## config.mk

```make
export PLATFORM = sky130hd
export DESIGN_NAME = reset_phase_gen
export DESIGN_NICKNAME = d
export VERILOG_FILES = /design/src/rtl/reset_phase_gen.sv
export SDC_FILE = /design/constraint.sdc
export NUM_CORES = 1
export LEC_CHECK = 0
export CORE_MARGIN = 5
export CORE_UTILIZATION = 45
export CTS_BUF_LIST = sky130_fd_sc_hd__clkbuf_8
export DETAILED_ROUTE_END_ITERATION = 10
export PLACE_DENSITY = 0.81
export SLEW_MARGIN = 20
export SYNTH_ARGS = -nofsm -noshare
export SYNTH_HDL_FRONTEND = slang
export SYNTH_SLANG_ARGS = --single-unit
```

## constraint.sdc

```tcl
create_clock -name clock -period 2 [get_ports clock]
set_clock_uncertainty 0.1 [all_clocks]
set_input_delay 0.6 -clock clock [delete_from_list [all_inputs] [get_ports clock]]
set_output_delay 0.6 -clock clock [all_outputs]
set_load 0.01 [all_outputs]
```

## src/rtl/reset_phase_gen.sv

```systemverilog
// Purpose  : stretches an incoming synchronous reset, then sequences a one-hot
//            machine-phase cycle continuously (run) or once per request (step).
// Latency  : phase[0] appears 1 clock after a sampled run/step in IDLE. reset_out
//            drops on the RESET_HOLD-th edge that samples reset low.
// Backpr.  : none. Cycles always run to completion. step is ignored while busy or
//            in HOLD and is not queued.
// Ports    : clock, reset (sync, active-high), run (level), step (sampled request)
//            -> reset_out, phase (one-hot), phase_idx, cycle_start, cycle_count, busy
module reset_phase_gen #(
   parameter int RESET_HOLD = 4,
   parameter int NPHASE     = 4,
   parameter int CNT_WIDTH  = 16,
   localparam int IW = (NPHASE > 1) ? $clog2(NPHASE) : 1,
   localparam int HW = (RESET_HOLD > 1) ? $clog2(RESET_HOLD) : 1
) (
   input  logic                 clock,
   input  logic                 reset,
   input  logic                 run,
   input  logic                 step,
   output logic                 reset_out,
   output logic [NPHASE-1:0]    phase,
   output logic [IW-1:0]        phase_idx,
   output logic                 cycle_start,
   output logic [CNT_WIDTH-1:0] cycle_count,
   output logic                 busy
);

   typedef enum logic [1:0] {
      ST_HOLD = 2'd0,
      ST_IDLE = 2'd1,
      ST_RUN  = 2'd2,
      ST_STEP = 2'd3
   } state_t;

   state_t               state_q, state_d;
   logic [HW-1:0]        hold_cnt_q, hold_cnt_d;
   logic [IW-1:0]        idx_q, idx_d;
   logic [CNT_WIDTH-1:0] cnt_q, cnt_d;

   logic last_phase;
   assign last_phase = (idx_q == IW'(NPHASE - 1));

   always_comb begin
      state_d    = state_q;
      hold_cnt_d = hold_cnt_q;
      idx_d      = idx_q;
      cnt_d      = cnt_q;
      case (state_q)
         ST_HOLD: begin
            // Count edges with reset low. The final one leaves HOLD directly,
            // so reset_out drops on exactly the RESET_HOLD-th edge.
            if (hold_cnt_q == HW'(RESET_HOLD - 1)) begin
               state_d    = ST_IDLE;
               hold_cnt_d = '0;
            end else begin
               hold_cnt_d = hold_cnt_q + HW'(1);
            end
            idx_d = '0;
         end
         ST_IDLE: begin
            idx_d = '0;
            if (run) begin
               state_d = ST_RUN;
            end else if (step) begin
               state_d = ST_STEP;
            end
         end
         default: begin // ST_RUN, ST_STEP
            if (last_phase) begin
               cnt_d = cnt_q + CNT_WIDTH'(1);
               idx_d = '0;
               // Going back-to-back into RUN avoids a gap cycle. A STEP that
               // ends with run high also continues as RUN.
               state_d = run ? ST_RUN : ST_IDLE;
            end else begin
               idx_d = idx_q + IW'(1);
            end
         end
      endcase
   end

   always_ff @(posedge clock) begin
      if (reset) begin
         state_q    <= ST_HOLD;
         hold_cnt_q <= '0;
         idx_q      <= '0;
         cnt_q      <= '0;
      end else begin
         state_q    <= state_d;
         hold_cnt_q <= hold_cnt_d;
         idx_q      <= idx_d;
         cnt_q      <= cnt_d;
      end
   end

   always_comb begin
      phase = '0;
      if (busy) begin
         phase[idx_q] = 1'b1;
      end
   end

   assign busy        = (state_q == ST_RUN) || (state_q == ST_STEP);
   assign reset_out   = (state_q == ST_HOLD);
   assign phase_idx   = busy ? idx_q : '0;
   assign cycle_start = phase[0];
   assign cycle_count = cnt_q;

endmodule

```

# [Word level (Yosys, flattened, before mapping)]
# Index checks and enable logic that the tools add are counted.
[classes] add_sub_neg=3 mux=11 n_bitwise=1 eq_ne=7 n_lt_le_gt_ge=2 reduce_logical=8
[ops] cell="16-bit by 1-bit adder with 16-bit output, second input constant" count=1
[ops] cell="2-bit 2-to-1 mux" count=7
[ops] cell="2-bit == test, second input constant" count=4
[ops] cell="2-bit by 1-bit adder with 2-bit output, second input constant" count=2
[ops] cell="4-bit 2-to-1 mux" count=1
[ops] cell="2-bit case mux with 2 select lines" count=1
[ops] cell="4-bit OR reduction" count=1
[ops] cell="2-bit by 3-bit < comparator with 1-bit output, second input constant" count=1
[ops] cell="3-bit != test, second input constant" count=1
[ops] cell="3-bit AND reduction" count=1
[ops] cell="3-bit nonzero test" count=1
[ops] cell="1-bit demux with 2-bit select" count=1
[ops] cell="2-bit by 1-bit == test with 1-bit output, second input constant" count=1
[ops] cell="2-bit by 1-bit greater-or-equal comparator with 1-bit output, second input constant" count=1
[ops] cell="2-bit zero test" count=1
[ops] cell="2-bit by 1-bit != test with 1-bit output, second input constant" count=1
[ops] cell="2-bit AND reduction" count=1
[ops] cell="2-bit OR reduction" count=1
[ops] cell="1-bit logical AND" count=1
[ops] cell="1-bit logical OR" count=1
[ops] cell="1-bit 2-to-1 mux" count=1
[ops] cell="1-bit NOT" count=1
[word_totals] out_inout_bits=25 reg_bits=22 inputBits=4 wordCells=36

# [Depth between registers and ports, before layout]
[depth] ltp_word=5 ltp_mapped=5

# [Worst setup path before layout]
# No wires, ideal clock.
[synth_path] path_kind="register to register" startpoint="register idx_q[0]" endpoint="register cnt_q[15] (netlist: cycle_count[15])" path_stages_with_launch=6 path_buffers=0 synth_period_minus_slack_ns=1.716 arrival_time_ns=1.493 required_time_ns=1.777 slack_ns=0.284 path_cell_list="dfxtp_1 -> ha_1 -> nand3_2 -> nor4_4 -> nand3_1 -> mux2_1"
[synth_between] elab_chain_len=2
[synth_rtl] element="start: declaration" line="37" rtl="logic [IW-1:0] idx_q, idx_d;"
[synth_rtl] element="start signal: assignment" line="91" rtl="idx_q <= idx_d;"
[synth_rtl] element="2-bit == test" line="41" rtl="assign last_phase = (idx_q == IW'(NPHASE - 1));"
[synth_rtl] element="2-bit AND reduction (no source line)"
[synth_rtl] element="end signal: assignment" line="92" rtl="cnt_q <= cnt_d;"
[synth_rtl] element="end: declaration" line="38" rtl="logic [CNT_WIDTH-1:0] cnt_q, cnt_d;"
# No other way between the ends.
# A chain may end at the register's enable or synchronous reset.

# [Final worst setup path]
[layout_path] startpoint="register idx_q[1]" endpoint="output port phase[1]"
[layout_between] elab_chain_len=5 word_cells_on_any_way=6 classes_between="order compare (2); mux (3); reduce/logical (1)"
[layout_rtl] element="2-bit by 3-bit < comparator with 1-bit output (not written as such) or 2-bit by 1-bit greater-or-equal comparator with 1-bit output (tied branches)" line="99" rtl="phase[idx_q] = 1'b1;"
[layout_rtl] element="1-bit logical AND (not written as such)" line="99"
[layout_rtl] element="1-bit 2-to-1 mux (not written as such)" line="99"
[layout_rtl] element="1-bit demux with 2-bit select *" line="99"
[layout_rtl] element="4-bit 2-to-1 mux *" line="98" rtl="if (busy) begin"
[layout_rtl] element="end: declaration" line="21" rtl="output logic [NPHASE-1:0] phase,"
# Every way passes the cells marked *; elsewhere a longest branch is shown, timed or not.

==> results.md <==
## Detailed routing
• Wirelength per Cell: 13.03 um
• Starting DRT DRC Count: 21
• total number of vias: 960
• count of antenna-violating nets left after detailed routing: 0
• first drt pass iteration count: 4
• final wirelength: 2423 um
• number of DRC violations after detailed routing: 0
• Via density: 5.161

## Finish
• layout net count: 170
• fin util: 66.93%
• layout filler cell count: 199
• relative area change from synthesis to final layout: 39.91%
• ant diodes: 0
• leading cell types in the layout, fill and taps excluded: 20 x sky130_fd_sc_hd__clkdlybuf4s50_1, 19 x sky130_fd_sc_hd__nor2_1, 15 x sky130_fd_sc_hd__dfxtp_1
• most common library cell in the layout ignoring fill and taps: sky130_fd_sc_hd__clkdlybuf4s50_1
• ratio of cells with drive above 1 in the final layout: 20.25%

## Setup path
• type of the setup path with the least slack: reg2out
• critical path peak fanout: 3
• Worst setup SP type: register
• WP data arrival: 1260 ps
• kind of capture point of the worst setup path: output pin
• CP Data Required Time: 1300 ps

## Global route
• pin count of the biggest net entering global routing: 14
• wire length of the first global-routing pass: 3960 um
• Overflow after GRT: 0
• total routing usage reported by global routing: 14.98%
• initial antenna violation count: 0
• via count of the first global-routing pass: 909

## STA
• setup repair after global routing missed its margin: no
• Post-Route Setup TNS: 0 ps
• final hold viol count: 0
• endpoints failing setup: 0
• actual transition at the worst max-transition pin: 349.2 ps
• maximum achievable frequency: 509.7 MHz
• Worst slew margin: 76.65%
• final period utilization: 98.10%
• max-slew violation count: 0
• minimum clock period: 1962 ps

## Clock tree
• clk_lat worst skew: 260 ps
• TritonCTS clock tree: yes
• CTS clk-pin slew, worst paths: 70 ps
• clock tree sinks: 22
• maximum number of buffers from clock root to sink: 2
• cell chosen for the clock root: sky130_fd_sc_hd__clkbuf_8
• cts bufs inserted: 3
• htree depth: 1

## Die
• DIE AREA: 3476 um2
• floorplan core area: 2255 um2
• number of top-level pins: 29
• num rows: 17
• starting utilization of the core area: 47.84%
• Die W: 58.96 um
• height of the die: 58.96 um

## Logic synthesis
• net count after synthesis: 132
• Gate Count Post-Synth: 122
• cell types with the largest area share after synthesis: sky130_fd_sc_hd__dfxtp_1 41%, sky130_fd_sc_hd__ha_1 7.0%, sky130_fd_sc_hd__nor2_1 7.0%, sky130_fd_sc_hd__xnor2_1 4.9%, sky130_fd_sc_hd__xor2_1 3.2%
• Post-Syn Area per Cell: 8.840 um2
• parity-gate share of the synthesized area counting xor and xnor cells: 8.121%
• synthesized area: 1079 um2
• Yosys top cell by area: sky130_fd_sc_hd__dfxtp_1
• synth warn: 0
• top-area cell type share of the netlist area: 40.84%
• fraction of the mapped netlist area in adder cells: 6.961%
• Simple-Gate Fraction of Synth Area: 29.70%
• count of cell types in the netlist: 31
• proportion of synthesized chip area in sequential cells: 40.84%
• multiplexer share of the synthesized area: 3.132%
• main combinational cell family by area after synthesis: simple AND/OR/NAND/NOR gates
• count of state elements after synthesis: 22
• share of the synthesized area in compound gates (AO/OA/AOI/OAI): 6.961%

## Pwr
• IR Drop Worst-Case VDD: 0.0004236 V
• pwr/cell area: 554.1 nW/um2
• leakage power summed over all cells: 0.6060 nW

## Place
• final weighted congestion of routability-driven global placement: 0.6982
• count of buffers from port buffering: 28
• final HPWL from detailed placement: 1770 um

## Job
• maximum capacitance violations: 0

## Run status
• run status: finished clean

## Hold path
• Worst Hold Class: reg2reg

==> worst max-delay path, stage by stage (launching register included) <==
cell and delay (ps):
sky130_fd_sc_hd__dfxtp_2 370, sky130_fd_sc_hd__inv_1 80, sky130_fd_sc_hd__ha_1 180, sky130_fd_sc_hd__and2_1 150, sky130_fd_sc_hd__clkdlybuf4s15_1 230
==> kinds of logic after synthesis <==
group / Yosys count
multiplexers: 3
flip-flops: 22
adder cells (fa/ha/maj): 6
AO/OA/AOI/OAI: 13
AND/OR/NAND/NOR: 57
XOR/XNOR: 10
buffers and inverters: 11
==> final timing paths <==
kind | start | endpoint | slack (ps) | cells past startpoint
worst max-delay path | idx_q[1] | phase[1] | 40 | 4
worst min-delay path | hold_cnt_q[1] | hold_cnt_q[1] | 390 | 2
worst max register to register | idx_q[0] | cycle_count[15] | 110 | 7
worst min register to register | hold_cnt_q[1] | hold_cnt_q[1] | 390 | 2
==> per-stage QoR <==
| stage | hold WS [ps] | total power, mW | setup slack (ps) | area [um2] | std cells |
|---|---|---|---|---|---|
| 2_1_floorplan | 357.4 | 0.5423 | 284.0 | 1079 | 122 |
| 3_3_place_gp | 369.2 | 0.5792 | 43.42 | 1415 | 179 |
| 3_5_place_dp | 386.4 | 0.5856 | -2.646 | 1415 | 179 |
| 4_1_cts | 400.0 | 0.8440 | -9.474 | 1470 | 183 |
| 5_1_grt | 441.4 | 0.8774 | 1.394 | 1509 | 186 |
| 6_report | 393.1 | 0.8361 | 38.05 | 1509 | 186 |
==> cell type report <==
| type | instances | area, um2 | area share, % |
|---|---|---|---|
| Clock buffer | 3 | 41.29 | 2.736 |
| Inverter | 6 | 22.52 | 1.493 |
| Multi-Input combinational cell | 89 | 618.1 | 40.96 |
| Sequential cell | 22 | 451.7 | 29.93 |
| Tap cell | 28 | 35.03 | 2.322 |
| Timing Repair Buffer | 38 | 340.3 | 22.55 |
==> report_power, final <==
part	internal [mW]	leakage (nW)	switching, mW	total (mW)
Clock	0.134	0.0216	0.129	0.264
Sequential	0.458	0.182	0.0162	0.474
Combinational	0.0485	0.403	0.0503	0.0988
==> timing repair <==
item                       4_1_cts  5_1_grt
hold buffers                     0        0
setup buffers                    1        3
setup endpoints to repair       11       10
gates resized for setup         18       12
pin swaps                        0        3
==> state kept, by name (all words and copies together) (netlist names) <==
| signal | cells |
|---|---|
| cycle_count | 16 |
| hold_cnt_q | 2 |
| idx_q | 2 |
| state_q | 2 |
==> metal layers <==
layer	share of wire, %	GRT usage, %	vias up
li1	-	-	486
met2	52	26.34	16
met5	0	0	-
met1	43	17.62	453
met3	2.8	1.754	5
met4	2.0	7.767	0
==> cell usage after synthesis <==
master,n
sky130_fd_sc_hd__a211oi_1,1
sky130_fd_sc_hd__a21oi_1,5
sky130_fd_sc_hd__a221oi_1,1
sky130_fd_sc_hd__a31o_2,1
sky130_fd_sc_hd__and2_1,3
sky130_fd_sc_hd__and3_1,2
sky130_fd_sc_hd__and4_1,1
sky130_fd_sc_hd__and4bb_2,1
sky130_fd_sc_hd__buf_2,1
sky130_fd_sc_hd__buf_4,1
sky130_fd_sc_hd__clkbuf_1,3
sky130_fd_sc_hd__dfxtp_1,22
sky130_fd_sc_hd__ha_1,6
sky130_fd_sc_hd__inv_1,6
sky130_fd_sc_hd__mux2_1,3
sky130_fd_sc_hd__nand2_1,9
sky130_fd_sc_hd__nand2b_1,1
sky130_fd_sc_hd__nand3_1,4
sky130_fd_sc_hd__nand3_2,1
sky130_fd_sc_hd__nand4_1,2
sky130_fd_sc_hd__nand4_4,1
sky130_fd_sc_hd__nor2_1,20
sky130_fd_sc_hd__nor2b_1,3
sky130_fd_sc_hd__nor3_1,4
sky130_fd_sc_hd__nor4_1,2
sky130_fd_sc_hd__nor4_4,1
sky130_fd_sc_hd__nor4b_1,1
sky130_fd_sc_hd__o21ai_0,5
sky130_fd_sc_hd__or3_2,1
sky130_fd_sc_hd__xnor2_1,6
sky130_fd_sc_hd__xor2_1,4
No activity file was read; power rests on OpenSTA's default activity.
